### src/rtl/fetch_pkg.sv
// Shared constants for the instruction fetch controller: state encoding,
// instruction size, PC alignment and counter widths.
package fetch_pkg;

  localparam logic [2:0] ST_BOOT  = 3'd0;
  localparam logic [2:0] ST_REQ   = 3'd1;
  localparam logic [2:0] ST_WAIT  = 3'd2;
  localparam logic [2:0] ST_HOLD  = 3'd3;
  localparam logic [2:0] ST_FAULT = 3'd4;

  localparam int INSTR_BYTES   = 4;
  localparam int PC_ALIGN_BITS = $clog2(INSTR_BYTES);
  localparam logic [31:0] PC_ALIGN_MASK = ~(32'(INSTR_BYTES) - 32'd1);

  // Wide enough for any TIMEOUT_CYC up to 255.
  localparam int TMO_CNT_W = 8;

  localparam int PERF_W = 32;

endpackage

### src/rtl/fetch_perf_ctr.sv
// Two free-running event counters (handoffs, blocked HOLD cycles) for the
// fetch controller; only instantiated when FETCH_PERF_CNT_EN is defined.
module fetch_perf_ctr
  import fetch_pkg::*;
(
  input  logic              clk,
  input  logic              reset,
  input  logic              fetched_inc,
  input  logic              stall_inc,
  output logic [PERF_W-1:0] perf_fetched,
  output logic [PERF_W-1:0] perf_stall
);

  logic [1:0]             inc;
  logic [1:0][PERF_W-1:0] cnt_out;

  assign inc = {stall_inc, fetched_inc};

  genvar gi;
  generate
    for (gi = 0; gi < 2; gi++) begin : g_cnt
      logic [PERF_W-1:0] cnt_reg;

      // Wraps naturally at 2^PERF_W.
      always_ff @(posedge clk or negedge reset) begin
        if (!reset) begin
          cnt_reg <= '0;
        end else if (inc[gi]) begin
          cnt_reg <= cnt_reg + 1'b1;
        end
      end

      assign cnt_out[gi] = cnt_reg;
    end
  endgenerate

  assign perf_fetched = cnt_out[0];
  assign perf_stall   = cnt_out[1];

endmodule

### src/rtl/instr_fetch_ctrl.sv
// Fetch sequencer between PC register, imem port and decode. Optional
// performance counters are enabled with the FETCH_PERF_CNT_EN macro.
module instr_fetch_ctrl
  import fetch_pkg::*;
#(
  parameter int                ADDR_W      = 32,
  parameter int                DATA_W      = 32,
  parameter logic [ADDR_W-1:0] RESET_PC    = '0,
  parameter int                TIMEOUT_CYC = 16
)
(
  input  logic              clk,
  input  logic              reset,
  input  logic [ADDR_W-1:0] pc_cur,
  output logic [ADDR_W-1:0] next_pc,
  output logic              pc_write,
  output logic              imem_req,
  output logic [ADDR_W-1:0] imem_addr,
  input  logic              imem_ready,
  input  logic              imem_rvalid,
  input  logic [DATA_W-1:0] imem_rdata,
  output logic              id_valid,
  output logic [DATA_W-1:0] id_instr,
  output logic [ADDR_W-1:0] id_pc,
  input  logic              id_ready,
  input  logic              stall,
  input  logic              redirect,
  input  logic [ADDR_W-1:0] redirect_pc,
  output logic              fetch_fault
`ifdef FETCH_PERF_CNT_EN
  ,
  output logic [31:0]       perf_fetched,
  output logic [31:0]       perf_stall
`endif
);

  localparam logic [TMO_CNT_W-1:0] TMO_LAST = TMO_CNT_W'(TIMEOUT_CYC - 1);

  logic [2:0]           state_reg, state_next;
  logic                 kill_reg, kill_next;
  logic [TMO_CNT_W-1:0] tmo_cnt_reg, tmo_cnt_next;
  logic [DATA_W-1:0]    id_instr_reg;
  logic [ADDR_W-1:0]    id_pc_reg;

  logic                 pc_write_c;
  logic [ADDR_W-1:0]    next_pc_c;
  logic                 imem_req_c;
  logic                 load_id_pc;
  logic                 load_instr;
  logic [ADDR_W-1:0]    redirect_tgt;
  logic [ADDR_W-1:0]    pc_inc;

  assign redirect_tgt = {redirect_pc[ADDR_W-1:PC_ALIGN_BITS], PC_ALIGN_BITS'(0)};
  assign pc_inc       = pc_cur + ADDR_W'(INSTR_BYTES);

  always_comb begin
    state_next   = state_reg;
    kill_next    = kill_reg;
    tmo_cnt_next = tmo_cnt_reg;
    pc_write_c   = 1'b0;
    next_pc_c    = '0;
    imem_req_c   = 1'b0;
    load_id_pc   = 1'b0;
    load_instr   = 1'b0;

    case (state_reg)
      ST_BOOT: begin
        pc_write_c = 1'b1;
        next_pc_c  = RESET_PC;
        state_next = ST_REQ;
      end

      ST_REQ: begin
        if (redirect) begin
          // Request withheld so imem never sees the stale PC.
          pc_write_c = 1'b1;
          next_pc_c  = redirect_tgt;
        end else begin
          imem_req_c = 1'b1;
          if (imem_ready) begin
            load_id_pc   = 1'b1;
            kill_next    = 1'b0;
            tmo_cnt_next = '0;
            state_next   = ST_WAIT;
          end
        end
      end

      ST_WAIT: begin
        if (imem_rvalid) begin
          kill_next = 1'b0;
          if (redirect) begin
            pc_write_c = 1'b1;
            next_pc_c  = redirect_tgt;
            state_next = ST_REQ;
          end else if (kill_reg) begin
            state_next = ST_REQ;
          end else begin
            load_instr = 1'b1;
            pc_write_c = 1'b1;
            next_pc_c  = pc_inc;
            state_next = ST_HOLD;
          end
        end else begin
          // The outstanding response must still be drained, so only mark it dead.
          if (redirect) begin
            pc_write_c = 1'b1;
            next_pc_c  = redirect_tgt;
            kill_next  = 1'b1;
          end
          if (tmo_cnt_reg == TMO_LAST) begin
            state_next = ST_FAULT;
          end else begin
            tmo_cnt_next = tmo_cnt_reg + 1'b1;
          end
        end
      end

      ST_HOLD: begin
        if (redirect) begin
          pc_write_c = 1'b1;
          next_pc_c  = redirect_tgt;
          state_next = ST_REQ;
        end else if (id_ready && !stall) begin
          state_next = ST_REQ;
        end
      end

      ST_FAULT: begin
        state_next = ST_FAULT;
      end

      default: begin
        state_next = ST_BOOT;
      end
    endcase
  end

  always_ff @(posedge clk or negedge reset) begin
    if (!reset) begin
      state_reg    <= ST_BOOT;
      kill_reg     <= 1'b0;
      tmo_cnt_reg  <= '0;
      id_instr_reg <= '0;
      id_pc_reg    <= '0;
    end else begin
      state_reg   <= state_next;
      kill_reg    <= kill_next;
      tmo_cnt_reg <= tmo_cnt_next;
      if (load_instr) begin
        id_instr_reg <= imem_rdata;
      end
      if (load_id_pc) begin
        id_pc_reg <= pc_cur;
      end
    end
  end

  // BOOT is the reset state, so its PC load is gated until reset is released.
  assign pc_write    = pc_write_c & reset;
  assign next_pc     = reset ? next_pc_c : '0;
  assign imem_req    = imem_req_c;
  assign imem_addr   = imem_req_c ? pc_cur : '0;
  assign id_valid    = (state_reg == ST_HOLD);
  assign id_instr    = id_instr_reg;
  assign id_pc       = id_pc_reg;
  assign fetch_fault = (state_reg == ST_FAULT);

`ifdef FETCH_PERF_CNT_EN
  logic handoff;
  logic blocked;

  assign handoff = (state_reg == ST_HOLD) && !redirect && id_ready && !stall;
  assign blocked = (state_reg == ST_HOLD) && !redirect && !(id_ready && !stall);

  fetch_perf_ctr u_perf (
    .clk          (clk),
    .reset        (reset),
    .fetched_inc  (handoff),
    .stall_inc    (blocked),
    .perf_fetched (perf_fetched),
    .perf_stall   (perf_stall)
  );
`endif

endmodule

### config.mk
export PLATFORM = sky130hd
export DESIGN_NAME = instr_fetch_ctrl
export DESIGN_NICKNAME = d
export VERILOG_FILES = /design/src/rtl/fetch_pkg.sv /design/src/rtl/fetch_perf_ctr.sv /design/src/rtl/instr_fetch_ctrl.sv
export SDC_FILE = /design/constraint.sdc
export NUM_CORES = 1
export LEC_CHECK = 0
export ABC_AREA = 1
export CAP_MARGIN = 20
export CORE_MARGIN = 1.5
export CORE_UTILIZATION = 44
export CTS_CLUSTER_DIAMETER = 30
export DETAILED_ROUTE_END_ITERATION = 8
export PLACE_DENSITY = 0.92
export SYNTH_ARGS = -nofsm -noshare
export SYNTH_HDL_FRONTEND = slang
export SYNTH_SLANG_ARGS = --single-unit
### constraint.sdc
create_clock -name clk -period 2.8 [get_ports clk]
set_clock_uncertainty 0.05 [all_clocks]
set_input_delay 0.28 -clock clk [delete_from_list [all_inputs] [get_ports clk]]
set_output_delay 0.28 -clock clk [all_outputs]
set_load 0.005 [all_outputs]
* Word-level counts from Yosys, hierarchy flattened
Cells that the tools add are included.
** Operators by class
- Add/sub/neg operators :: 2
- Muxes and demuxes :: 39
- Reduce and logical (&&, ||, !) cells :: 8
- Equal/unequal tests :: 12
- Bitwise logic cells :: 1
** Operator list (count)
- 32-bit 2-to-1 mux :: 6
- 32-bit case mux with 2 select lines :: 1
- 32-bit by 3-bit adder with 32-bit output (second input constant) :: 1
- 8-bit 2-to-1 mux :: 4
- 3-bit 2-to-1 mux :: 6
- 1-bit 2-to-1 mux :: 16
- 8-bit case mux with 2 select lines :: 1
- 3-bit case mux with 5 select lines :: 1
- 8-bit by 1-bit adder with 8-bit output (second input constant) :: 1
- 8-bit by 4-bit equality test with 1-bit output (second input constant) :: 1
- 2-bit inequality test (second input constant) :: 4
- 4-bit AND reduction :: 2
- 3-bit by 2-bit equality test with 1-bit output (second input constant) :: 2
- 3-bit inequality test (second input constant) :: 2
- 5-bit AND reduction :: 1
- 2-bit 2-to-1 mux :: 2
- 3-bit by 1-bit equality test with 1-bit output (second input constant) :: 1
- 3-bit equality test (second input constant) :: 1
- 3-bit zero test :: 1
- 3-bit by 1-bit inequality test with 1-bit output (second input constant) :: 1
- 1-bit case mux with 3 select lines :: 1
- 1-bit case mux with 2 select lines :: 1
- 2-bit nonzero test :: 1
- 2-bit OR reduction :: 1
- other kinds (3) :: 3
** Storage, ports and cells
- Bits of input ports :: 103
- Word-level logic and storage cells :: 67
- Output and inout port bits :: 132
- Register bits :: 76

* Longest topological paths before layout
- Depth in word-level cells :: 6
- Depth in mapped cells :: 9
- Depth with buffers taken out :: 9

* Least setup slack after synthesis
OpenSTA, ideal clock, no wires.
- Kind :: flip-flop to output port
- From :: reg state_reg[2]
- To :: out next_pc[24]
- Data required time :: 2.470 ns
- Arrival time :: 1.347 ns
- Path slack :: 1.123 ns
- Stages on the path, launching flop included :: 7
- Path buffers :: 1
- Cells stage by stage :: dfrtp_1 -> nor3_2 -> nand4_2 -> clkinv_2 -> buf_6 -> nand3_1 -> a21oi_1
** Between the ends
- Longest elaborated chain between the ends :: 4
- Elaborated cells between the ends (all ways) :: 6
- Classes of those cells :: eq/ne: 3; mux: 2; reduce/logical: 1
** Ends and longest elaborated chain
- from (decl) :: RTL line instr_fetch_ctrl.sv:39 : logic [2:0] state_reg, state_next;
- from (signal assigned) :: RTL line instr_fetch_ctrl.sv:147 : state_reg <= state_next;
- 3-bit by 2-bit equality test with 1-bit output or 3-bit by 1-bit equality test with 1-bit output (tied branches) :: RTL line instr_fetch_ctrl.sv:66 : case (state_reg)
- 2-bit OR reduction (no line)
- 32-bit case mux with 2 select lines (*) :: RTL line instr_fetch_ctrl.sv:66
- 32-bit 2-to-1 mux (*) :: RTL line instr_fetch_ctrl.sv:161 : assign next_pc = reset ? next_pc_c : '0;
- to (decl) :: RTL line instr_fetch_ctrl.sv:15 : output logic [ADDR_W-1:0] next_pc,
Mark *: on every way between the ends. The rest lies on a longest branch, timed or not.

* Worst setup path after layout
- From :: in pc_cur[3]
- To :: out next_pc[24]
** Between the ends
- Longest elaborated chain between the ends :: 6
** Ends and longest elaborated chain
- from (decl) :: RTL line instr_fetch_ctrl.sv:14 : input logic [ADDR_W-1:0] pc_cur,
- 32-bit by 3-bit adder with 32-bit output :: RTL line instr_fetch_ctrl.sv:54 : assign pc_inc = pc_cur + ADDR_W'(INSTR_BYTES);
- 32-bit 2-to-1 mux :: RTL line instr_fetch_ctrl.sv:96 : end else if (kill_reg) begin
- 32-bit 2-to-1 mux :: RTL line instr_fetch_ctrl.sv:92 : if (redirect) begin
- 32-bit 2-to-1 mux :: RTL line instr_fetch_ctrl.sv:90 : if (imem_rvalid) begin
- 32-bit case mux with 2 select lines :: RTL line instr_fetch_ctrl.sv:66
- 32-bit 2-to-1 mux :: RTL line instr_fetch_ctrl.sv:161
Every way passes these cells.

==> out/qor.csv <==
metric,value,unit
num_antenna_cells,0,
die_w,105,µm
crit_path_end_kind,output pin,
cts_inserted_buffers,9,
ys_ff_latch,76,
clockRootBuffer,clkbuf_8,
cp_max_fo,4,
wl_met3,1280,µm
drc_errors,0,
synth_area_leaders,"dfrtp_1 (42%), nand2_1 (20%), nor2_1 (6.7%)",
critPathRequiredTime,2.47,ns
start_kind,input port,
cpPeakStageDelay,0.51,ns
wl,16300,µm
ys_top_cells_by_count,"nand2_1 (245), nor2_1 (81), dfrtp_1 (76)",
criticalPathCategory,in -> out,
die_h,105,µm
io_buffers,232,
antenna_found_initial,0,
final.setup.worst_slack,0.0722,ns
fill_cells,772,
drv_slew,0,
irDropWorstVdd,0.416,mV
fin_util,74.9,%
gp_congestion,0.936,
finalSetupViolations,0,
grtUsageTotal,29.4,%
worst_r2r_path_depth,7,
area_growth,63.5,%
h-tree-depth,3,
synth_nets,782,
cts_sinks,76,
synth_top_cell_by_area,dfrtp_1,
yosys.cell_types.count,31,
core_area,9910,µm²
synth_seq_area_share,41.9,%
synthesis.instances,677,
path_cells,"clkdlybuf4s50_1, ha_2, nand2_2, nor2_4, nand3_4, buf_4, o21ai_0, nand3_1, a21oi_1, clkdlybuf4s50_1",
grt_max_degree,67,
dr_wl_met2,8030,µm
drt_pass1_iterations,5,
synth_flop_cell,dfrtp_1,
critPathSlowestCell,clkdlybuf4s50_1,
path_clk_slew,0.08,ns
maxCapViolCount,0,
drive_above_1_share,7.68,%
nets,1025,
rsz0062_at_grt,true,
hold_viol_final,0,
syn-cell-area,4540,µm²
tritoncts,yes,
worstSetupPathDepth,10,
dp_hpwl,12100,µm
pin_count,235,
ys_warn_count,0,
clk_latency,0.34,ns
start_util,45.8,%
dp_slack,-0.0590,ns
yosysMostFrequentCell,nand2_1,
post_drt_wl_per_cell,15.4,µm
clockBufferDepth,2,
maxUsedRoutingLayer,met4,
detail-route-antenna-nets,0,
crit_family,buffers and inverters,
wl_met1,6630,µm
overflow,0,
fmax,367,MHz
syn_area_per_cell,6.71,µm²
critPathArrivalTime,2.40,ns
leakagePower,0.00342,µW
grt_pass1_wl,25600,µm
hold_depth,3,
rows,36,
period_minus_slack,2.73,ns
synth-async-reset-ratio,100,%
synth_top_area_share,41.9,%
slew_headroom,60.3,%
status,"finished, final reports clean",
crit_buf_inv,3,
powerDensity,696,nW/µm²
first_global_vias,5180,
hp-class,in -> reg,
tns,0,ns
crit_top_cell,clkdlybuf4s50_1,
vias,5392,
period_share,97.4,%
drt_iter0_drc,432,
vias_per_cell,5.10,
die-area,10900,µm²
synth_edf_count,0,
worst_pin_slew,0.596,ns
[worst paths after layout]
path | startpoint | end | slack [ns]
max in group asynchronous | reset | state_reg[2] | 1.22
min in group asynchronous | reset | id_pc[29] | 0.52
hold / removal | pc_cur[8] | id_pc[8] | 0.27
setup reg to reg | state_reg[2] | state_reg[1] | 0.76
hold reg to reg | id_instr[15] | id_instr[15] | 0.43
setup / recovery | pc_cur[3] | next_pc[24] | 0.07
[tightest hold or removal path, delay by kind of cell]
kind | cells | cell delay [ns]
buffers and inverters | 2 | 0.26
AOI/OAI and AO/OA | 1 | 0.08
[routing by layer]
| metal | global-route usage (%) | vias up |
|---|---|---|
| li1 | - | 2632 |
| met5 | 0 | - |
| met3 | 5.93 | 28 |
| met2 | 50.5 | 230 |
| met4 | 9.10 | 0 |
| met1 | 37.2 | 2502 |
[through the flow]
step	hold slack, ns	cell area [µm²]	instances	power [µW]
5_1_grt	0.295	7420	1057	5510
6_report	0.269	7420	1057	5160
4_1_cts	0.395	7340	1056	5180
3_5_place_dp	0.351	7080	1040	4150
2_1_floorplan	-0.0656	4540	677	2600
3_3_place_gp	0.345	7080	1040	4070
[cell usage in the layout (no fill, tap or decap), drive strengths merged, types with 4 or more instances in the layout]
cell type,count
o21ai,53
nand3b,8
nand4,8
nand3,45
a21oi,40
clkdlybuf4s50,226
clkbuf,9
inv,68
nor2,84
xor2,4
buf,27
dfrtp,76
dlymetal6s2s,5
nor3,9
nand2,245
[timing repair]
item,4_1_cts,5_1_grt
pin swaps,0,2
setup buffers,0,1
endpoints found under the setup margin,4,57
resized for setup,3,24
hold endpoints to repair,31,0
hold buffers,1,0
[logic make-up after synthesis]
logic type                 Yosys count  share of synthesized area, %
and+or+nand+nor                    402                          36.8
buffers and inverters               95                          8.82
xor gates and xnor gates             4                         0.772
AOI/OAI and AO/OA                   98                          11.2
DFF                                 76                          41.9
adders and majority gates            2                         0.551
[layout make-up]
cell class / instances / area, µm² / area share [%]
Sequential cell: 76 / 1900 / 25.6
Clock inverter: 6 / 113 / 1.52
Multi-Input combinational cell: 506 / 2300 / 31.0
Inverter: 68 / 258 / 3.47
Clock buffer: 9 / 124 / 1.67
Tap cell: 133 / 166 / 2.24
Timing Repair Buffer: 259 / 2560 / 34.5
[where the power goes]
group          internal, µW  switching, µW
Clock                   591            424
Sequential             1520            246
Combinational          1350           1030
Note: power is estimated with default switching activity, not from simulation.
==> RTL change, RTL diff (config.mk and constraints unchanged) <==
The package constant `INSTR_BYTES` goes from 4 to 8.
--- a/src/rtl/fetch_pkg.sv
+++ b/src/rtl/fetch_pkg.sv
@@ -9,5 +9,5 @@
   localparam logic [2:0] ST_FAULT = 3'd4;
 
-  localparam int INSTR_BYTES   = 4;
+  localparam int INSTR_BYTES   = 8;
   localparam int PC_ALIGN_BITS = $clog2(INSTR_BYTES);
   localparam logic [31:0] PC_ALIGN_MASK = ~(32'(INSTR_BYTES) - 32'd1);
Check against the original RTL: not equivalent (a bounded check fails within 4 cycles, from zero or initial values and one cycle with reset low).
==> RTL change against the original RTL <==
  * Worst setup slack improved by 29 ps
  * Routed wire length down 0.57%
  * Power is 1.2% higher
  * Count of clock-buffer cells in the layout up 2
  * Final area fell by 0.71%
  * Combinational power grew 5%
  * Sequential cell count did not move
  * Clock power shrank 12%
  * Global-route usage rose by 0.65 points
  * Synthesized area decreased by 0.99%
  * Sequential share of layout area grew 0.17 points
  * Register-to-register slack better by 170 ps
  * Core utilization is 0.15 points higher
  * Largest power group unchanged
  * Highest routed layer unchanged
==> RTL change: results (changes against the original RTL) <==
.. list-table::
   :header-rows: 1

   * - Metric
     - Value
   * - Met3 Resource Use GR
     - 0.0670 (+0.00778)
   * - Worst R2R Start
     - state_reg[0]$_DFFE_PN0P_
   * - Post-Syn Nets
     - 789 (+0.90%)
   * - Average via count per standard cell
     - 5.06 (-0.79%)
   * - Reg2reg path depth
     - 9 (+2)
   * - Synth cell count leaders
     - sky130_fd_sc_hd__nand2_1 (258), sky130_fd_sc_hd__nor2_1 (94), sky130_fd_sc_hd__dfrtp_1 (76), sky130_fd_sc_hd__inv_1 (73), sky130_fd_sc_hd__o21ai_0 (48)
   * - Post-synthesis adder-cell area fraction
     - 0.00557 (+0.0000552)
   * - Fin Hold WS
     - 268 ps (-1.23 ps)
   * - Post-layout instance count excluding filler cells
     - 1068 (+1.0%)
   * - Total internal power
     - 3.47 mW (about the same)
   * - Pin count of the biggest net entering global routing
     - 46 (-31%)
   * - Outcome
     - finished clean
   * - Instance count after placement with tap cells included
     - 1042 (+0.19%)
   * - Vias in the first global route
     - 5293 (+2.2%)
   * - Fraction of the mapped netlist area in compound gates
     - 0.105 (-0.00723)
   * - Standard cell area after detailed placement
     - 7010 um^2 (-1.1%)
   * - Count of unique library cells instantiated by Yosys
     - 25 (-19%)
   * - Global router's overall resource usage
     - 0.300 (+0.00647)
   * - End of the worst hold path
     - id_pc[4]$_DFFE_PN0P_
   * - Critical hold path startpoint
     - pc_cur[4]
   * - Routed met3 length
     - 1380 um (+7.5%)
   * - Avg Synthesized Cell Area
     - 6.57 um^2 (-2.0%)
   * - Total Power
     - 5.23 mW (+1.2%)
   * - Iter 0 DRT Violations
     - 319 (-26%)
   * - Sequential fraction of the synthesis area
     - 0.423 (+0.00420)
   * - Setup slack of the critical path after layout
     - 101 ps (+28.9 ps)
   * - Cell types with the largest area share after synthesis
     - sky130_fd_sc_hd__dfrtp_1 (42%), sky130_fd_sc_hd__nand2_1 (22%), sky130_fd_sc_hd__nor2_1 (7.9%), sky130_fd_sc_hd__inv_1 (6.1%), sky130_fd_sc_hd__o21ai_0 (5.3%)
   * - Wire length of the first global-routing pass
     - 25900 um (+1.4%)
   * - Pre-CTS worst setup slack
     - -79.3 ps (-20.3 ps)
   * - HPWL after detailed placement
     - 12700 um (+4.9%)
   * - GR Layer Usage met1
     - 0.358 (-0.0145)
   * - Slew at the pin with the worst max-slew slack
     - 557 ps (-38.7 ps)
   * - Leakage power
     - 3.50 nW (+2.2%)
   * - Reg2reg setup slack
     - 930 ps (+170 ps)
   * - Xor and xnor fraction of the mapped netlist area
     - 0 (-0.00772)
   * - Capturing element of the worst setup path
     - next_pc[15]
   * - Critical path data arrival time
     - 2370 ps (-30 ps)
   * - Met2 layer usage reported by global route
     - 0.513 (+0.00807)
   * - Endpoint of the worst-slack reg-to-reg timing path
     - tmo_cnt_reg[5]$_DFFE_PN0P_
   * - Sequential group power
     - 1.84 mW (+4%)
   * - Number of buffers inserted by port buffering
     - 231 (-0.43%)
==> RTL change: timing repair <==
action | CTS | global route
hold buffers | 1 | 0
setup buffers | 4 | 5
resized for setup | 1 | 25
endpoints found under the setup margin | 27 | 28
pin swaps | 2 | 1
hold endpoints to repair | 14 | 0
==> RTL change: critical path: stages <==
cell	delay, ps
sky130_fd_sc_hd__clkdlybuf4s50_1	500
sky130_fd_sc_hd__ha_1	180
sky130_fd_sc_hd__nand2_1	110
sky130_fd_sc_hd__nor2_4	180
sky130_fd_sc_hd__inv_1	90
sky130_fd_sc_hd__nor2_2	160
sky130_fd_sc_hd__o211ai_1	150
sky130_fd_sc_hd__a21oi_2	190
sky130_fd_sc_hd__clkdlybuf4s50_1	520
==> RTL change: final cells by class <==
cell class	instances	area, um^2	area share
timing repair buffer	261	2560	0.348
tap	133	166	0.0226
clock inverter	5	57.6	0.00781
clock buffer	11	151	0.0205
sequential	76	1900	0.258
multi-input combinational	507	2240	0.304
inverter	75	285	0.0387
